`config.mk`:
```
export PLATFORM = sky130hd
export DESIGN_NAME = fifo_write_ctrl_flat
export DESIGN_NICKNAME = d
export VERILOG_FILES = /design/src/rtl/fifo_write_ctrl_if.sv /design/src/rtl/fifo_write_ctrl.sv /design/src/flat_wrapper.sv
export SDC_FILE = /design/constraint.sdc
export NUM_CORES = 1
export LEC_CHECK = 0
export ABC_AREA = 1
export ABC_CLOCK_PERIOD_IN_PS = 3470
export CORE_MARGIN = 2
export CORE_UTILIZATION = 56
export DETAILED_ROUTE_END_ITERATION = 7
export GPL_TIMING_DRIVEN = 0
export PLACE_DENSITY = 0.85
export SLEW_MARGIN = 20
export SYNTH_ARGS = -nofsm -noshare
export SYNTH_HDL_FRONTEND = slang
export SYNTH_SLANG_ARGS = --single-unit
```
`constraint.sdc`:
```
create_clock -name w_clk -period 3.47 [get_ports w_clk]
set_input_delay 0.5205 -clock w_clk [delete_from_list [all_inputs] [get_ports w_clk]]
set_output_delay 0.5205 -clock w_clk [all_outputs]
set_load 0.02 [all_outputs]
```
`src/rtl/fifo_write_ctrl_if.sv`:
```
// Write-side bundle between the producer, the async FIFO write controller and the RAM.
// The controller takes the slave view; the producer/testbench drives through master.
interface fifo_write_ctrl_if #(
   parameter int PTR_WIDTH  = 4,
   parameter int DROP_WIDTH = 16
);
   logic                  flush;
   logic                  wr_enable;
   logic [PTR_WIDTH:0]    rd_ptr_gray;
   logic                  overflow_clr;
   logic                  fifo_wr_enable;
   logic [PTR_WIDTH-1:0]  wr_addr;
   logic [PTR_WIDTH:0]    write_ptr_gray;
   logic                  full;
   logic                  almost_full;
   logic [PTR_WIDTH:0]    wr_level;
   logic                  overflow;
   logic [DROP_WIDTH-1:0] drop_count;

   modport master (
      output flush, wr_enable, rd_ptr_gray, overflow_clr,
      input  fifo_wr_enable, wr_addr, write_ptr_gray, full, almost_full,
             wr_level, overflow, drop_count
   );

   modport slave (
      input  flush, wr_enable, rd_ptr_gray, overflow_clr,
      output fifo_wr_enable, wr_addr, write_ptr_gray, full, almost_full,
             wr_level, overflow, drop_count
   );
endinterface

```
`src/rtl/fifo_write_ctrl.sv`:
```
// Write-domain controller of the async FIFO: binary/Gray write pointers, read-pointer
// synchroniser, registered full/almost_full/level, flush, sticky overflow and drop counter.
module fifo_write_ctrl #(
   parameter int PTR_WIDTH   = 4,
   parameter int AF_THRESH   = 12,
   parameter int SYNC_STAGES = 2,
   parameter int DROP_WIDTH  = 16
) (
   input  logic            w_clk,
   input  logic            wreset,
   fifo_write_ctrl_if.slave bus
);
   localparam int PW = PTR_WIDTH;
   localparam logic [PW:0] AF_LVL = (PW+1)'(AF_THRESH);

   logic [PW:0]           sync_q [SYNC_STAGES];
   logic [PW:0]           rq;
   logic [PW:0]           rbin;

   logic [PW:0]           wbin_q, wbin_d;
   logic [PW:0]           wgray_q, wgray_d;
   logic [PW:0]           level_q, level_d;
   logic                  full_q, full_d;
   logic                  af_q, af_d;
   logic                  ovf_q, ovf_d;
   logic [DROP_WIDTH-1:0] drop_q, drop_d;

   logic                  wr_fire;
   logic                  set_ovf;
   logic [PW:0]           wbin_next;
   logic [PW:0]           diff;

   always_ff @(posedge w_clk or posedge wreset) begin
      if (wreset) begin
         for (int s = 0; s < SYNC_STAGES; s++) sync_q[s] <= '0;
      end else begin
         sync_q[0] <= bus.rd_ptr_gray;
         for (int s = 1; s < SYNC_STAGES; s++) sync_q[s] <= sync_q[s-1];
      end
   end

   assign rq = sync_q[SYNC_STAGES-1];

   // Gray-to-binary: each binary bit is the XOR of all Gray bits at or above it.
   generate
      for (genvar gi = 0; gi <= PW; gi++) begin : g_rbin
         assign rbin[gi] = ^rq[PW:gi];
      end
   endgenerate

   always_comb begin
      // Gated by wreset so nothing reaches the RAM while reset is held.
      wr_fire   = bus.wr_enable & ~full_q & ~bus.flush & ~wreset;
      set_ovf   = bus.wr_enable & full_q & ~bus.flush;
      wbin_next = wbin_q + {{PW{1'b0}}, wr_fire};

      wbin_d  = bus.flush ? '0 : wbin_next;
      wgray_d = wbin_d ^ (wbin_d >> 1);
      diff    = wbin_d - rbin;
      level_d = bus.flush ? '0 : diff;
      full_d  = (wgray_d == {~rq[PW:PW-1], rq[PW-2:0]});
      af_d    = (diff >= AF_LVL);

      ovf_d  = ovf_q;
      drop_d = drop_q;
      if (bus.flush) begin
         ovf_d  = 1'b0;
         drop_d = '0;
      end else begin
         if (set_ovf)                ovf_d = 1'b1;
         else if (bus.overflow_clr)  ovf_d = 1'b0;
         if (set_ovf && (drop_q != '1)) drop_d = drop_q + DROP_WIDTH'(1);
      end
   end

   always_ff @(posedge w_clk or posedge wreset) begin
      if (wreset) begin
         wbin_q  <= '0;
         wgray_q <= '0;
         level_q <= '0;
         full_q  <= 1'b0;
         af_q    <= 1'b0;
         ovf_q   <= 1'b0;
         drop_q  <= '0;
      end else begin
         wbin_q  <= wbin_d;
         wgray_q <= wgray_d;
         level_q <= level_d;
         full_q  <= full_d;
         af_q    <= af_d;
         ovf_q   <= ovf_d;
         drop_q  <= drop_d;
      end
   end

   assign bus.fifo_wr_enable = wr_fire;
   assign bus.wr_addr        = wbin_q[PW-1:0];
   assign bus.write_ptr_gray = wgray_q;
   assign bus.full           = full_q;
   assign bus.almost_full    = af_q;
   assign bus.wr_level       = level_q;
   assign bus.overflow       = ovf_q;
   assign bus.drop_count     = drop_q;
endmodule

```
`src/flat_wrapper.sv`:
```
// flat-port wrapper written by rule: the top's interface ports become plain ports
module fifo_write_ctrl_flat 
#(
   parameter int PTR_WIDTH   = 4,
   parameter int AF_THRESH   = 12,
   parameter int SYNC_STAGES = 2,
   parameter int DROP_WIDTH  = 16
)
  (w_clk, wreset, bus_flush, bus_wr_enable, bus_rd_ptr_gray, bus_overflow_clr, bus_fifo_wr_enable, bus_wr_addr, bus_write_ptr_gray, bus_full, bus_almost_full, bus_wr_level, bus_overflow, bus_drop_count);
  fifo_write_ctrl_if #(.PTR_WIDTH(PTR_WIDTH), .DROP_WIDTH(DROP_WIDTH)) bus_i ();
  input  logic w_clk;
  input  logic wreset;
  input wire logic [$bits(bus_i.flush)-1:0] bus_flush;
  input wire logic [$bits(bus_i.wr_enable)-1:0] bus_wr_enable;
  input wire logic [$bits(bus_i.rd_ptr_gray)-1:0] bus_rd_ptr_gray;
  input wire logic [$bits(bus_i.overflow_clr)-1:0] bus_overflow_clr;
  output wire logic [$bits(bus_i.fifo_wr_enable)-1:0] bus_fifo_wr_enable;
  output wire logic [$bits(bus_i.wr_addr)-1:0] bus_wr_addr;
  output wire logic [$bits(bus_i.write_ptr_gray)-1:0] bus_write_ptr_gray;
  output wire logic [$bits(bus_i.full)-1:0] bus_full;
  output wire logic [$bits(bus_i.almost_full)-1:0] bus_almost_full;
  output wire logic [$bits(bus_i.wr_level)-1:0] bus_wr_level;
  output wire logic [$bits(bus_i.overflow)-1:0] bus_overflow;
  output wire logic [$bits(bus_i.drop_count)-1:0] bus_drop_count;
  assign bus_i.flush = bus_flush;
  assign bus_i.wr_enable = bus_wr_enable;
  assign bus_i.rd_ptr_gray = bus_rd_ptr_gray;
  assign bus_i.overflow_clr = bus_overflow_clr;
  assign bus_fifo_wr_enable = bus_i.fifo_wr_enable;
  assign bus_wr_addr = bus_i.wr_addr;
  assign bus_write_ptr_gray = bus_i.write_ptr_gray;
  assign bus_full = bus_i.full;
  assign bus_almost_full = bus_i.almost_full;
  assign bus_wr_level = bus_i.wr_level;
  assign bus_overflow = bus_i.overflow;
  assign bus_drop_count = bus_i.drop_count;
  fifo_write_ctrl #(.PTR_WIDTH(PTR_WIDTH), .AF_THRESH(AF_THRESH), .SYNC_STAGES(SYNC_STAGES), .DROP_WIDTH(DROP_WIDTH)) u_core (.w_clk(w_clk), .wreset(wreset), .bus(bus_i));
endmodule
```
# Word-level counts from Yosys, hierarchy flattened
# Cells that the tools add are included.
dict set report totals {
  ff_bits 44
  input_bits 10
  output_inout_bits 34
  word_cells 39
}
dict set report op_classes {
  n_addsub 3
  order_cmp 1
  eq_ne 2
  mux 7
  bitwise 10
  reduce_logical 7
}
# op count
set ops {}
lappend ops {{16-bit two-way mux} 2}
lappend ops {{16-bit by 1-bit adder with 16-bit output, second input constant} 1}
lappend ops {{16-bit inequality test, second input constant} 1}
lappend ops {{5-bit two-way mux} 2}
lappend ops {{5-bit by 1-bit adder with 5-bit output} 1}
lappend ops {{1-bit AND} 5}
lappend ops {{5-bit == test} 1}
lappend ops {{5-bit by 4-bit >= comparator with 1-bit output, second input constant} 1}
lappend ops {{5-bit XOR reduction} 1}
lappend ops {{5-bit subtractor} 1}
lappend ops {{5-bit by 4-bit XOR with 5-bit output} 1}
lappend ops {{4-bit XOR reduction} 1}
lappend ops {{1-bit two-way mux} 3}
lappend ops {{1-bit NOT} 3}
lappend ops {{3-bit nonzero test} 1}
lappend ops {{3-bit XOR reduction} 1}
lappend ops {{2-bit NOT} 1}
lappend ops {{2-bit nonzero test} 1}
lappend ops {{2-bit XOR reduction} 1}
lappend ops {{1-bit logical AND} 1}

# Logic depth before layout (Yosys ltp)
# Gate-level depths: netlist (run 1).
dict set report logic_depth {
  word_depth 8
  mapped_depth 15
  depth_no_buf 15
}

# Worst setup path before layout (run 1)
# OpenSTA, ideal clock, no wires.
dict set report synth_timing {
  path_kind {input to register}
  from {in wreset}
  to {reg u_core.af_q, in the netlist u_core.bus.almost_full}
  setup_time_ps 125
  t_arrival_ps 3825
  required_ps 3345
  path_slack_ps -480
  cell_stages 12
  path_buffers 0
  cell_sequence {inv_1 nand2_1 nor3_1 ha_1 ha_1 inv_1 nor2_1 fa_1 a21o_1 a21oi_1 xor2_1 nand2_1}
}
dict set report synth_via {
  elab_chain_len 6
}
# item line
set synth_rtl {}
lappend synth_rtl {{from (decl)} flat_wrapper.sv:12} ;# input logic wreset;
lappend synth_rtl {{1-bit NOT} fifo_write_ctrl.sv:53} ;# wr_fire = bus.wr_enable & ~full_q & ~bus.flush & ~wreset;
lappend synth_rtl {{1-bit AND} fifo_write_ctrl.sv:53}
lappend synth_rtl {{net bus_fifo_wr_enable} flat_wrapper.sv:17} ;# output wire logic [$bits(bus_i.fifo_wr_enable)-1:0] bus_fifo_wr_enable;
lappend synth_rtl {{5-bit by 1-bit adder with 5-bit output} fifo_write_ctrl.sv:55} ;# wbin_next = wbin_q + {{PW{1'b0}}, wr_fire};
lappend synth_rtl {{5-bit two-way mux} fifo_write_ctrl.sv:57} ;# wbin_d = bus.flush ? '0 : wbin_next;
lappend synth_rtl {{net u_core.wbin_d[1]} fifo_write_ctrl.sv:20} ;# logic [PW:0] wbin_q, wbin_d;
lappend synth_rtl {{5-bit subtractor} fifo_write_ctrl.sv:59} ;# diff = wbin_d - rbin;
lappend synth_rtl {{5-bit by 4-bit >= comparator with 1-bit output} fifo_write_ctrl.sv:62} ;# af_d = (diff >= AF_LVL);
lappend synth_rtl {{net u_core.af_d} fifo_write_ctrl.sv:24} ;# logic af_q, af_d;
lappend synth_rtl {{to (signal assigned)} fifo_write_ctrl.sv:82} ;# af_q <= 1'b0;
lappend synth_rtl {{to (signal assigned)} fifo_write_ctrl.sv:90} ;# af_q <= af_d;
lappend synth_rtl {{to (decl)} fifo_write_ctrl.sv:24}
# The timed path passes the listed nets, and every way through them passes these cells.
# A chain may end at the register's enable or synchronous reset.

# Final worst setup path (run 1)
dict set report layout_timing {
  from {in wreset}
  to {reg u_core.level_q[4], in the netlist u_core.bus.wr_level[4]}
}
dict set report layout_via {
  elab_chain_len 6
}
# item line
set layout_rtl {}
lappend layout_rtl {{1-bit NOT} fifo_write_ctrl.sv:53}
lappend layout_rtl {{1-bit AND} fifo_write_ctrl.sv:53}
lappend layout_rtl {{5-bit by 1-bit adder with 5-bit output} fifo_write_ctrl.sv:55}
lappend layout_rtl {{5-bit two-way mux} fifo_write_ctrl.sv:57}
lappend layout_rtl {{net u_core.wbin_d[1]} fifo_write_ctrl.sv:20}
lappend layout_rtl {{5-bit subtractor} fifo_write_ctrl.sv:59}
lappend layout_rtl {{5-bit two-way mux} fifo_write_ctrl.sv:60} ;# level_d = bus.flush ? '0 : diff;
lappend layout_rtl {{net u_core.level_d[4]} fifo_write_ctrl.sv:22} ;# logic [PW:0] level_q, level_d;
lappend layout_rtl {{to (signal assigned)} fifo_write_ctrl.sv:88} ;# level_q <= level_d;
lappend layout_rtl {{to (decl)} fifo_write_ctrl.sv:22}
# The timed path passes the listed nets, and every way through them passes these cells.

==> results of run 1 <==
==> metal layers <==
| metal | wire length, um | part of all wire | vias up |
|---|---|---|---|
| met3 | 316 | 0.060 | 12 |
| met5 | 0 | 0 | - |
| li1 | - | - | 1009 |
| met4 | 102 | 0.020 | 0 |
| met1 | 2240 | 0.43 | 955 |
| met2 | 2560 | 0.49 | 69 |
==> power by group through the flow <==
stage / Sequential (mW) / Clock, mW / Combinational, mW
CTS: 0.542 / 0.350 / 0.200
finish: 0.542 / 0.342 / 0.202
global route: 0.545 / 0.363 / 0.221
floorplan: 0.576 / 0 / 0.0967
detailed placement: 0.552 / 0 / 0.197
global placement: 0.551 / 0 / 0.191
==> final timing paths <==
kind / startpoint / cells past startpoint / end / slack [ns]
max in group asynchronous: wreset / 2 / u_core.bus.overflow$_DFFE_PP0P_ / 2.35
worst max register to register: u_core.bus.full$_DFF_PP0_ / 10 / u_core.bus.wr_level[4]$_DFF_PP0_ / 0.83
worst min-delay path: u_core.sync_q[6]$_DFF_PP0_ / 0 / u_core.rq[1]$_DFF_PP0_ / 0.35
worst max-delay path: wreset / 13 / u_core.bus.wr_level[4]$_DFF_PP0_ / 0.21
min in group asynchronous: wreset / 2 / u_core.sync_q[5]$_DFF_PP0_ / 0.63
worst min register to register: u_core.sync_q[6]$_DFF_PP0_ / 0 / u_core.rq[1]$_DFF_PP0_ / 0.35
==> critical path, stage by stage <==
cell and delay [ns]:
clkdlybuf4s50_1 0.67, clkinvlp_4 0.20, nand2_1 0.10, nor3_2 0.05
ha_1 0.24, ha_1 0.32, inv_1 0.12, nor2_2 0.09
fa_1 0.47, a21o_1 0.19, a21oi_1 0.14, xor2_1 0.23
nor2_1 0.07
==> logic make-up after synthesis <==
| logic type | count (synthesis) | share of synthesized area |
|---|---|---|
| and+or+nand+nor | 163 | 0.316 |
| adders and majority gates | 8 | 0.0462 |
| DFF | 43 | 0.462 |
| AOI/OAI and AO/OA | 13 | 0.0387 |
| xor gates and xnor gates | 12 | 0.0511 |
| buffers and inverters | 44 | 0.0860 |
==> state kept, by name, indices dropped and copies added, names as in the netlist <==
signal,cells
u_core.bus.almost_full,1
u_core.bus.drop_count,16
u_core.bus.full,1
u_core.bus.overflow,1
u_core.bus.wr_level,5
u_core.bus.write_ptr_gray,4
u_core.rq,5
u_core.sync_q,5
u_core.wbin_q,5
==> cell usage after synthesis (all sizes together) <==
master / n
clkinv: 1
xor2: 9
buf: 5
nand3: 34
nor3: 9
xnor3: 1
or2: 2
nand4: 10
a21oi: 2
nand2: 78
nand3b: 1
nor2: 29
ha: 7
a21o: 1
inv: 37
clkbuf: 1
fa: 1
o21ai: 9
xnor2: 2
o2bb2ai: 1
dfrtp: 43
==> timing repair <==
action                                  in CTS  in global routing
buffers inserted                             0                  2
gates resized for setup                      0                  1
pin swaps                                    0                  0
gates cloned                                 2                  0
endpoints found under the setup margin       6                  3
==> metrics by stage <==
| stage | worst slack, ns | utilization |
|---|---|---|
| floorplan | 0.190 | - |
| global placement | -0.681 | 0.705 |
| detailed placement | -0.799 | 0.705 |
| CTS | 0.0186 | 0.731 |
| global route | 0.00261 | 0.736 |
| finish | 0.213 | 0.736 |
==> layout make-up <==
cell class / count / area share
timing repair buffer: 44 / 0.148
multi-input combinational: 196 / 0.360
buffer: 6 / 0.0178
clock inverter: 3 / 0.00892
inverter: 38 / 0.0514
timing repair inverter: 2 / 0.00425
sequential: 43 / 0.365
clock buffer: 5 / 0.0234
tap: 50 / 0.0212
==> placed cells by master, fill, tap and decap left out, types with 2 or more instances in the layout <==
master           synthesis  final
ha_1                     7      7
clkdlybuf4s50_1          0     42
nor2_2                   2      3
clkinvlp_4               0      2
inv_1                   35     34
a21oi_1                  2      2
dfrtp_1                 43     43
nand3_1                 33     33
o21ai_2                  5      5
nand2_1                 74     74
o21ai_0                  4      4
nand4_1                 10     10
xor2_1                   9      9
inv_6                    1      4
xnor2_1                  2      2
nor3_1                   8      7
or2_2                    2      2
nand2_2                  3      3
clkbuf_8                 0      5
nor2_1                  27     26
buf_4                    1      3
==> results.cfg, run 1 <==
[worst_hold_path]
hp-class = flip-flop to flip-flop

[floorplan]
die-area_um2 = 4690
die_y_um = 68.5
coreArea_um2 = 4000
num_rows = 23
die_x_um = 68.5
boundaryPins = 44
start_util = 0.582

[status]
status = finished clean

[power_and_ir_drop]
intPower_uw = 766
peakVddDrop_mv = 0.232
p_total_mw = 1.09
pwr-share-comb = 0.186
swShare = 0.294
power_leakage_nw = 1.45
power_density_nw_per_um2 = 368
seqPwrFrac = 0.499
p_switching_uw = 319
clockPowerShare = 0.315

[clock_network]
clk_pin_slew_worst_paths_ns = 0.09
clock_latency_ns = 0.30
h-tree-depth = 2
clock_sinks = 43
postCtsHoldBufs = 0
cts_buffers = 5
cts_tree = yes
cts_buffer_depth = 2
cts-root-buf = clkbuf_8

[routing]
drtIter0Drc = 105
drt_wl_total_um = 5230
vias = 2045
postRouteAntennaNets = 0
wl_per_cell_um = 13.5
remaining_drc_errors = 0
dr.pass1.iters = 4
vias_per_cell = 5.28

[cells_and_area]
stdcell_count = 387
drive_above_1_share = 0.110
final_area_um2 = 2950
finalNetCount = 354
multi_input_area_um2 = 1060
area.sequential_um2 = 1080
antenna_cells = 0
syn2layout_area_growth_pct = 26.5
fillers = 319

[synth]
netlist.area_leader.share = 0.462
yosysWarnings = 0
synth_area_per_cell_um2 = 8.23
synthesis.area_um2 = 2330
synth_top_cell_by_area = dfrtp_1
synth_area_leaders = dfrtp_1, nand2_1, nand3_1, inv_1, nor2_1
syn_nets = 301
ys_seq_elements = 43
synthDistinctLibCells = 33
synthCells = 283
synth_seq_area_share = 0.462

[place]
post_dp_cell_area_um2 = 2820
gp_congestion = 0.886
io_buffer_count = 42
dp_cells = 375
hpwl_um = 3750

[global_routing]
grt_max_degree = 23
busiest_layer = met2
globalRoute.totalOverflow = 0
grt_use_met3 = 0.0493
grt_pass1_vias = 1939
antenna_found_initial = 0
grtUsageMet2 = 0.411
use_met1 = 0.325
grt_use_total = 0.252
grt_pass1_wl_um = 8550

[timing]
tns_ns = 0
period_needed_ns = 3.26
timing.hold.ws_ns = 0.354
fin_crit_sh = 0.938
hold_violations = 0
max_freq_mhz = 307
maxSlewHeadroom = 0.650
rsz0062_at_grt = false
maxSlewViolCount = 0
tightest_slew_ns = 0.524
fin_worst_skew_ns = 0.00219
finalSetupViolations = 0

[worst_setup_path]
cp_max_fo = 5
worstSetupPathType = input pin to flip-flop
cp_data_arrival_time_ns = 3.42
start_kind = input pin
crit_required_ns = 3.64
cp-end-kind = flip-flop

[job]
maxCapViolCount = 0
(Power assumes the default switching activity.)
==> run 2, diff against run 1 <==
- SLEW_MARGIN: 20 -> 40
==> run 2 against run 1 <==
Effect of this change: final area up 1.8%; non-clock buffer count up 1; global-route usage down 0.66 points; via count down 0.24%; register-to-register slack about the same; clock power up 18%; worst hold slack worse by 0.0052 ns; critical path depth up 1; sequential power about the same; critical path type unchanged; largest cell class unchanged; highest routed layer unchanged.
==> results.cfg, run 2 (synthesized netlist as in run 1, its figures left out) <==
[timing]
maxSlewViolCount = 0
hold_violations = 0
finalSetupViolations = 0
fin_crit_sh = 0.920
fin_worst_skew_ns = 0.00529
max_freq_mhz = 313
rsz0062_at_grt = false
period_needed_ns = 3.19
maxSlewHeadroom = 0.664
tightest_slew_ns = 0.503

[clock_network]
clock_sinks = 43
postCtsHoldBufs = 0
clk_pin_slew_worst_paths_ns = 0.09
cts_buffers = 5
clock_latency_ns = 0.30
cts_tree = yes
cts_buffer_depth = 2
cts-root-buf = clkbuf_8
post_cts_buffers = 0
h-tree-depth = 2
cts_resized = 0

[routing]
vias_per_cell = 5.28
vias = 2040
drt_wl_total_um = 5080
postRouteAntennaNets = 0
wl_per_cell_um = 13.2
remaining_drc_errors = 0
drtIter0Drc = 233
dr.pass1.iters = 5

[worst_hold_path]
hp-class = flip-flop to flip-flop
holdCritStartpoint = u_core.sync_q[6]$_DFF_PP0_
hold_depth = 0

[cells_and_area]
mostFrequentLayoutCell = nand2_1
finalNetCount = 353
multi_input_area_um2 = 1060
drive_above_1_share = 0.104
syn2layout_area_growth_pct = 28.8
final_cell_mix = nand2_1, dfrtp_1, clkdlybuf4s50_1
fillers = 306
final_area_um2 = 3000
area.sequential_um2 = 1080
largest_reg_flops = 16
antenna_cells = 0

[worst_setup_path]
r2r_cells = 10
crit_required_ns = 3.64
worstReg2RegStart = u_core.bus.full$_DFF_PP0_
cp_data_arrival_time_ns = 3.36
startpoint = wreset
rrSetupSlack_ns = 0.82
start_kind = input pin
worstSetupPathType = input pin to flip-flop
cp-end-kind = flip-flop
cp_max_fo = 18

[power_and_ir_drop]
power_density_nw_per_um2 = 384
peakVddDrop_mv = 0.352
power_leakage_nw = 1.48
p_total_mw = 1.15

[place]
hpwl_um = 3830
io_buffer_count = 42
gp_congestion = 0.886
post_dp_cell_area_um2 = 2880

[status]
status = finished clean

[floorplan]
boundaryPins = 44
die_y_um = 68.5
die-area_um2 = 4690
coreArea_um2 = 4000
start_util = 0.582
num_rows = 23
die_x_um = 68.5

[job]
maxCapViolCount = 0

[global_routing]
grt_pass1_vias = 1832
grt_max_degree = 19
grt_pass1_wl_um = 8400
antenna_found_initial = 0
grt_use_total = 0.245
globalRoute.totalOverflow = 0
## run 2: path summary, 6_finish.rpt
| path | end |
|---|---|
| max in group asynchronous | u_core.bus.drop_count[11]$_DFFE_PP0P_ |
| min in group asynchronous | u_core.rq[1]$_DFF_PP0_ |
| worst max-delay path | u_core.bus.wr_level[4]$_DFF_PP0_ |
| worst max register to register | u_core.bus.wr_level[4]$_DFF_PP0_ |
| worst min register to register | u_core.rq[1]$_DFF_PP0_ |
| worst min-delay path | u_core.rq[1]$_DFF_PP0_ |
## run 2: final cells by class
type,instances,area share
sequential,43,0.359
timing repair buffer,45,0.161
buffer,6,0.0175
clock buffer,5,0.0229
clock inverter,3,0.0159
multi-input combinational,196,0.353
tap,50,0.0209
inverter,38,0.0505
## run 2: critical path: stages
cell and delay [ns]:
clkdlybuf4s50_1 0.51, clkinvlp_4 0.13, buf_16 0.18, nand2_1 0.08, nor3_2 0.05, ha_1 0.24
ha_1 0.32, inv_1 0.11, nor2_1 0.12, fa_1 0.48, a21o_1 0.19, a21oi_1 0.14
xor2_1 0.22, nor2_1 0.07
## run 2: layer usage
| metal | track usage | wire (um) |
|---|---|---|
| met1 | 0.334 | 2290 |
| met2 | 0.387 | 2400 |
| met5 | 0 | 0 |
| met4 | 0.0750 | 65 |
| met3 | 0.0592 | 327 |
## run 2: power by group
group,leakage [nW],switching [mW],internal (mW)
combinational,0.858,0.111,0.0950
clock,0.0587,0.185,0.218
sequential,0.566,0.0147,0.527
total,1.48,0.310,0.840
## run 2: metrics by stage
stage / utilization / TNS (ns) / cells / setup slack, ns / hold WS, ns
2_1_floorplan: - / 0 / 283 / 0.190 / 0.331
3_3_place_gp: 0.705 / -2.78 / 375 / -0.681 / 0.333
3_5_place_dp: 0.719 / -0.743 / 377 / -0.317 / 0.335
4_1_cts: 0.748 / 0 / 385 / 0.00976 / 0.354
5_1_grt: 0.750 / 0 / 386 / 0.106 / 0.357
6_report: 0.750 / 0 / 386 / 0.279 / 0.348
==> patch (flow settings as in run 2) <==
`SYNC_STAGES` is set to 2 in 2 places; all go to 1.
--- a/src/rtl/fifo_write_ctrl.sv
+++ b/src/rtl/fifo_write_ctrl.sv
@@ -3,7 +3,7 @@
 module fifo_write_ctrl #(
    parameter int PTR_WIDTH   = 4,
    parameter int AF_THRESH   = 12,
-   parameter int SYNC_STAGES = 2,
+   parameter int SYNC_STAGES = 1,
    parameter int DROP_WIDTH  = 16
 ) (
    input  logic            w_clk,
--- a/src/flat_wrapper.sv
+++ b/src/flat_wrapper.sv
@@ -3,7 +3,7 @@
 #(
    parameter int PTR_WIDTH   = 4,
    parameter int AF_THRESH   = 12,
-   parameter int SYNC_STAGES = 2,
+   parameter int SYNC_STAGES = 1,
    parameter int DROP_WIDTH  = 16
 )
   (w_clk, wreset, bus_flush, bus_wr_enable, bus_rd_ptr_gray, bus_overflow_clr, bus_fifo_wr_enable, bus_wr_addr, bus_write_ptr_gray, bus_full, bus_almost_full, bus_wr_level, bus_overflow, bus_drop_count);
Function: changed (a bounded check fails within 4 cycles, from zero or initial values and one cycle with wreset high).
==> patch against run 2 <==
- synthesized area shrank 8.7%
- fmax is 2.2% lower
- cell area is 9.7% lower
- clock skew about the same
- combinational power fell by 19%
- power down 20%
- clock power shrank 29%
- setup slack worse by 72 ps
- non-clock buffer count down 3
- final cell count fell by 5.7%
- register-to-register slack hardly changed
- critical path depth is 1 higher
- wire length decreased by 9.0%
- sequential cell count fell by 5
==> patch: results (changes against run 2) <==
- Mapped Nets: 282 (-6.3%)
- Total Nets Final: 334 (-5.4%)
- Hold Startpoint: bus_flush
- Total met3 wirelength after detailed routing: 216 um (-34%)
- Layout fillers: 297 (-2.9%)
- Beginning of the worst register-to-register path: u_core.rq[4]
- Total routing resource utilization after global routing: 0.247 (+0.00123)
- Combined area of the multi-input logic cells: 1030 um^2 (-2.6%)
- Reported leakage power: 1.34 nW (-9.4%)
- Flop pwr share: 0.510 (+0.039)
- Power density cells: 340 nW/um^2 (-11%)
- Worst min-delay path class: primary input to register
- Mean instance size in the synthesized netlist: 8.05 um^2 (-2.1%)
- Sequential cell area fraction in the yosys report: 0.447 (-0.0148)
- Multi-Input Combinational: 191 (-2.6%)
- Result of the run: completed
- M1 GR Usage: 0.283 (-0.0505)
- Routing usage on met3: 0.0548 (-0.00442)
- Arrival time worst endpoint: 3490 ps (+130 ps)
- Largest net degree at the start of global routing: 20 (+1)
- Initial drt markers: 167 (-28%)
- Share of cells above drive strength 1: 0.0886 (-0.0156)
- Count of buffers not belonging to the clock network in the layout: 48 (-5.9%)
- Avg WL per Cell: 12.7 um (-3.5%)
- Crit Path Max Fanout: 5 (-13)
- Termination of the worst setup path: u_core.bus.almost_full
- Non-clock inverter count: 32 (-16%)
- Number of flip-flops and latches: 38 (-12%)
- Measured slew at the worst slew-check pin: 486 ps (-17.0 ps)
- Via density per instance: 5.20 (-1.6%)
- Hpwl dp: 3310 um (-13%)
- Clock-pin slew on the worst setup and hold paths: 70 ps (-20 ps)
- Internal power: 671 uW (-20%)
- Met2 Usage GRT: 0.436 (+0.0492)
- CP peak stage delay: 680 ps (+170 ps)
- Hold Path Sink: u_core.bus.wr_level[3]
- Proportion of cell area occupied by multi-input gates: 0.380 (+0.0276)
- Synth unique cells: 28 (-15%)
- Share of the clock period used by the worst path: 0.940 (+0.0207)
- Routed metal-1 wire length: 1840 um (-20%)
==> patch: cell types whose count changed after synthesis, moves of 2 or more <==
cell                              run 2  this run
sky130_fd_sc_hd__nand2_1             74        90
sky130_fd_sc_hd__inv_1               35        25
sky130_fd_sc_hd__nand3_1             33        23
sky130_fd_sc_hd__nor2_1              27        20
sky130_fd_sc_hd__nand4_1             10        16
sky130_fd_sc_hd__dfrtp_1             43        38
sky130_fd_sc_hd__nor3_1               8         3
sky130_fd_sc_hd__o21ai_2              5         0
sky130_fd_sc_hd__inv_2                1         5
sky130_fd_sc_hd__xnor2_1              2         5
sky130_fd_sc_hd__nand2_2              3         1
sky130_fd_sc_hd__nand3b_1             1         3
sky130_fd_sc_hd__nor2_4               0         2
==> patch: kinds of logic after synthesis <==
family	synth area share
compound gates	0.0153
xor+xnor	0.0642
buf+inv	0.0683
fa+ha+maj	0.0506
simple gates	0.354
flops	0.447
